<file path="config.mk">
export PLATFORM = sky130hd
export DESIGN_NAME = parking_sensor_gen
export DESIGN_NICKNAME = d
export VERILOG_FILES = /design/src/rtl/parking_sensor_gen.sv
export SDC_FILE = /design/constraint.sdc
export NUM_CORES = 1
export LEC_CHECK = 0
export CORE_MARGIN = 1.5
export CORE_UTILIZATION = 45
export CTS_BUF_LIST = sky130_fd_sc_hd__clkbuf_4
export DETAILED_ROUTE_END_ITERATION = 10
export DONT_BUFFER_PORTS = 1
export MAX_ROUTING_LAYER = met4
export PLACE_DENSITY = 0.63
export SLEW_MARGIN = 20
export SYNTH_ARGS = -nofsm -noshare
export SYNTH_HDL_FRONTEND = slang
export SYNTH_SLANG_ARGS = --single-unit
</file>
<file path="constraint.sdc">
create_clock -name clk -period 6.7 [get_ports clk]
set_input_delay 2.01 -clock clk [delete_from_list [all_inputs] [get_ports clk]]
set_output_delay 2.01 -clock clk [all_outputs]
set_load 0.05 [all_outputs]
</file>
<file path="src/rtl/parking_sensor_gen.sv">
// parking_sensor_gen: drives the two-beam parking sensor pair (sensor_a/sensor_b)
// through enter / exit / abort interruption sequences with a programmable
// per-phase dwell. Each phase lasts cmd_dwell+1 cycles.
module parking_sensor_gen #(
   parameter int unsigned DWELL_W = 8
) (
   input  logic               clk,
   input  logic               reset,
   input  logic               cmd_valid,
   input  logic [1:0]         cmd_op,
   input  logic [DWELL_W-1:0] cmd_dwell,
   output logic               cmd_ready,
   output logic               sensor_a,
   output logic               sensor_b,
   output logic               busy,
   output logic               done
);

   // op[0] selects exit direction, op[1] selects the abort variant
   localparam int unsigned OP_W = 2;

   typedef enum logic [2:0] {
      IDLE = 3'd0,
      PH1  = 3'd1,
      PH2  = 3'd2,
      PH3  = 3'd3,
      GAP  = 3'd4
   } state_t;

   state_t              state, state_n;
   logic [DWELL_W-1:0]  cnt, cnt_n;
   logic [DWELL_W-1:0]  dwell, dwell_n;
   logic [OP_W-1:0]     op, op_n;
   logic [1:0]          ab_n;
   logic                done_n;

   // State register plus registered sensor and done outputs
   always_ff @(posedge clk) begin
      if (!reset) begin
         state    <= IDLE;
         cnt      <= '0;
         dwell    <= '0;
         op       <= '0;
         sensor_a <= 1'b0;
         sensor_b <= 1'b0;
         done     <= 1'b0;
      end else begin
         state    <= state_n;
         cnt      <= cnt_n;
         dwell    <= dwell_n;
         op       <= op_n;
         sensor_a <= ab_n[1];
         sensor_b <= ab_n[0];
         done     <= done_n;
      end
   end

   // Next-state, dwell countdown and the beam pattern for the upcoming state
   always_comb begin
      state_n = state;
      cnt_n   = cnt;
      dwell_n = dwell;
      op_n    = op;
      done_n  = 1'b0;
      ab_n    = 2'b00;

      case (state)
         IDLE: begin
            if (cmd_valid) begin
               op_n    = cmd_op;
               dwell_n = cmd_dwell;
               cnt_n   = cmd_dwell;
               state_n = PH1;
            end
         end
         PH1: begin
            if (cnt == '0) begin
               cnt_n   = dwell;
               state_n = op[1] ? GAP : PH2;
            end else begin
               cnt_n = cnt - DWELL_W'(1);
            end
         end
         PH2: begin
            if (cnt == '0) begin
               cnt_n   = dwell;
               state_n = PH3;
            end else begin
               cnt_n = cnt - DWELL_W'(1);
            end
         end
         PH3: begin
            if (cnt == '0) begin
               cnt_n   = dwell;
               state_n = GAP;
            end else begin
               cnt_n = cnt - DWELL_W'(1);
            end
         end
         GAP: begin
            if (cnt == '0) begin
               cnt_n   = '0;
               state_n = IDLE;
               done_n  = 1'b1;
            end else begin
               cnt_n = cnt - DWELL_W'(1);
            end
         end
         default: begin
            state_n = IDLE;
            cnt_n   = '0;
         end
      endcase

      // Pattern {a,b} is registered alongside the state so it appears with it
      case (state_n)
         PH1:     ab_n = op_n[0] ? 2'b01 : 2'b10;
         PH2:     ab_n = 2'b11;
         PH3:     ab_n = op_n[0] ? 2'b10 : 2'b01;
         default: ab_n = 2'b00;
      endcase
   end

   // Handshake flags decode the state register only
   assign cmd_ready = (state == IDLE);
   assign busy      = (state != IDLE);

endmodule

</file>
==> flow_summary_export.csv <==
group,metric,value,unit
run_status,status,"complete, but fails checks",
run_status,failed_checks,"design-rule violations",
logic_synthesis,synthCells,167,
power_and_ir_drop,power.density,389,nW/um2
floorplan,start_util,47.9,%
job,cap_viol_max_count,0,
worst_hold_path,hp-class,"flip-flop to flip-flop",
logic_synthesis,yosysSeqAreaShare,35.7,%
logic_synthesis,synth-edff-count,0,
routing,detail_route.first_pass.iterations,7,
floorplan,die_h,57.7,um
clock_tree,path_clk_slew,130,ps
grt,grt_pass1_vias,1223,
logic_synthesis,yosysTopAreaCell,"dfxtp_1",
cells_and_area,final_nets,179,
routing,via_count,1266,
setup_path,arrival,2240,ps
logic_synthesis,synth_nets,181,
clock_tree,cts_buffer_depth,2,
timing,tns,0,ps
timing,setup_viol,0,
timing,worst_slack,2450,ps
logic_synthesis,yosys_warnings,0,
timing,finClkSkew,1.91,ps
floorplan,rows,19,
grt,grtUsageTotal,22.9,%
setup_path,cp_cell_sequence,"nor3_2 -> inv_1",
timing,fin_crit,4250,ps
placed_design,port-buffer-count,0,
floorplan,io_pins,18,
cells_and_area,layout-drive-gt1-share,8.59,%
timing,slew_viol_final,0,
cells_and_area,syn_to_final_growth,3.16,%
logic_synthesis,ys_ff_latch,24,
setup_path,start_kind,"flip-flop",
grt,antenna_found_initial,0,
routing,drc,4,
routing,drt_iter0_drc,78,
setup_path,crit_cells,2,
timing,tightest_slew,985,ps
power_and_ir_drop,leakage,0.521,nW
setup_path,crit_type,"flip-flop to output port",
placed_design,post-dp-hpwl,2470,um
setup_path,cp.required,4690,ps
logic_synthesis,netlist_area,1350,um2
timing,grt_setup_unrepaired,"false",
clock_tree,ctsHtreeMaxLevel,1,
floorplan,core,2810,um2
setup_path,critPathMaxStageDelay,870,ps
routing,viasPerCell,6.53,
floorplan,die_w,57.7,um
setup_path,crit_path_end_kind,"output port",
logic_synthesis,async_reset_ff_share,0,%
clock_tree,numCtsBuffers,3,
timing,finalHoldViolCount,0,
setup_path,crit_fanout,18,
clock_tree,cts_setup_buffers,0,
logic_synthesis,synth_area_leaders,"dfxtp_1, a21oi_1, nand2_1, mux2i_1, nor2_1",
logic_synthesis,avgSynthCellArea,8.05,um2
setup_path,slowest_stage,"nor3_2",
routing,wl_per_cell,17.7,um
logic_synthesis,yosysTopAreaCellShare,35.7,%
power_and_ir_drop,ir_drop,0.220,mV
routing,ant_nets,0,
grt,grt_max_degree,19,
logic_synthesis,synthDistinctLibCells,45,
floorplan,die_area,3330,um2
clock_tree,cts_resized,0,
grt,gr-total-overflow,0,
timing,final.period_utilization,63.4,%
logic_synthesis,yosys_most_used_dff,"dfxtp_1",
timing,fmax,235,MHz
grt,grt_pass1_wl,5810,um
clock_tree,ctsHoldBuffers,0,
logic_synthesis,synth_most_common_cell,"nand2_1",
clock_tree,clockRootBuffer,"clkbuf_4",
placed_design,pre_cts_ws,2830,ps
worst_hold_path,whs_path_depth,2,
timing,relSlewSlack,34.0,%
clock_tree,clock_latency,310,ps
setup_path,critical_path_buf_inv_count,1,
setup_path,reg2reg_depth,5,
clock_tree,clock-sinks,24,
clock_tree,cts_tree,"built",
routing,totalWireLength,3440,um
setup_path,path_delay_family,"simple AND/OR/NAND/NOR gates",
cells_and_area,antenna_cells,0,
logic_synthesis,synthTopCellsByCount,"nand2_1, dfxtp_1, a21oi_1, nor2_1, inv_1",
placed_design,place_congestion,0.879,
-- layout by cell type (no fill, tap or decap), types with 2 or more instances in the layout --
cell and count:
o32ai_1 2, nor3_1 3, nor4b_1 2, nor2_1 13, o21a_1 4, a21oi_1 20, nor3_2 3, nor4_1 3
dfxtp_1 24, o22ai_1 3, nand4_1 2, a311oi_1 2, nand2_1 25, inv_1 6, clkbuf_4 3, o21bai_1 2
a22o_1 3, nand2b_1 2, o31ai_1 4, mux2i_1 5, o21ai_0 5, mux2_2 2, buf_4 2, nand3_1 2
-- kinds of logic (layout without fill, tap and decap cells) --
| family | Yosys count | count (layout) | share of synthesized area (%) |
|---|---|---|---|
| AND/OR/NAND/NOR | 67 | 67 | 27.3 |
| flip-flops | 24 | 24 | 35.7 |
| buffers and inverters | 15 | 11 | 5.02 |
| AO/OA/AOI/OAI | 53 | 53 | 25.7 |
| adder cells (fa/ha/maj) | 1 | 1 | 0.930 |
| multiplexers | 7 | 7 | 5.40 |
-- state kept, by name, indices dropped and copies added, names as in the netlist --
register  count
cnt           8
dwell         8
state         3
op            2
done          1
sensor_a      1
sensor_b      1
-- area by class of cell --
cell class | count | area [um2]
clock buffers | 3 | 22.5
multi-input cells | 128 | 808
inverters | 6 | 22.5
flip-flops and latches | 24 | 480
well taps | 31 | 38.8
repair buffers | 2 | 15.0
fillers | 269 | 1420
-- worst reg2reg max path, cell delays in order, from the launching register on --
cell and delay, ps:
dfxtp_1 520, nor3_2 870, inv_1 540, o211ai_1 360
o32ai_1 160, a22o_1 270
-- stage by stage --
stage	hold WS, ps	cell area [um2]	instances	power [mW]	util (%)
after CTS	471	1390	194	0.536	49.5
after global placement	445	1370	191	0.470	48.7
final	470	1390	194	0.540	49.5
after detailed placement	453	1370	191	0.474	48.7
after floorplan	433	1350	167	0.420	-
after global routing	484	1390	194	0.576	49.5
-- routing by layer --
metal | part of all wire, % | vias up | global-route usage (%)
met3 | 7.4 | 12 | 3.13
li1 | - | 612 | -
met5 | 0 | - | -
met4 | 2.5 | 0 | 12.0
met1 | 45 | 590 | 30.8
met2 | 45 | 52 | 33.6
-- where the power goes --
group          internal, mW  leakage, nW  switching [mW]  total, mW
sequential            0.171        0.198          0.0518      0.223
clock                0.0211       0.0138          0.0423     0.0634
combinational        0.0974        0.310           0.156      0.254
total                 0.289        0.521           0.250      0.540
-- final timing paths --
| check | startpoint | to | slack, ps |
|---|---|---|---|
| worst min register to register | op[1]$_SDFFE_PN0P_ | op[1]$_SDFFE_PN0P_ | 470 |
| worst max-delay path | state[2]$_SDFF_PN0_ | busy | 2450 |
| worst min-delay path | op[1]$_SDFFE_PN0P_ | op[1]$_SDFFE_PN0P_ | 470 |
| worst max register to register | state[2]$_SDFF_PN0_ | cnt[5]$_SDFFE_PN0P_ | 3890 |
(Power assumes the default switching activity.)
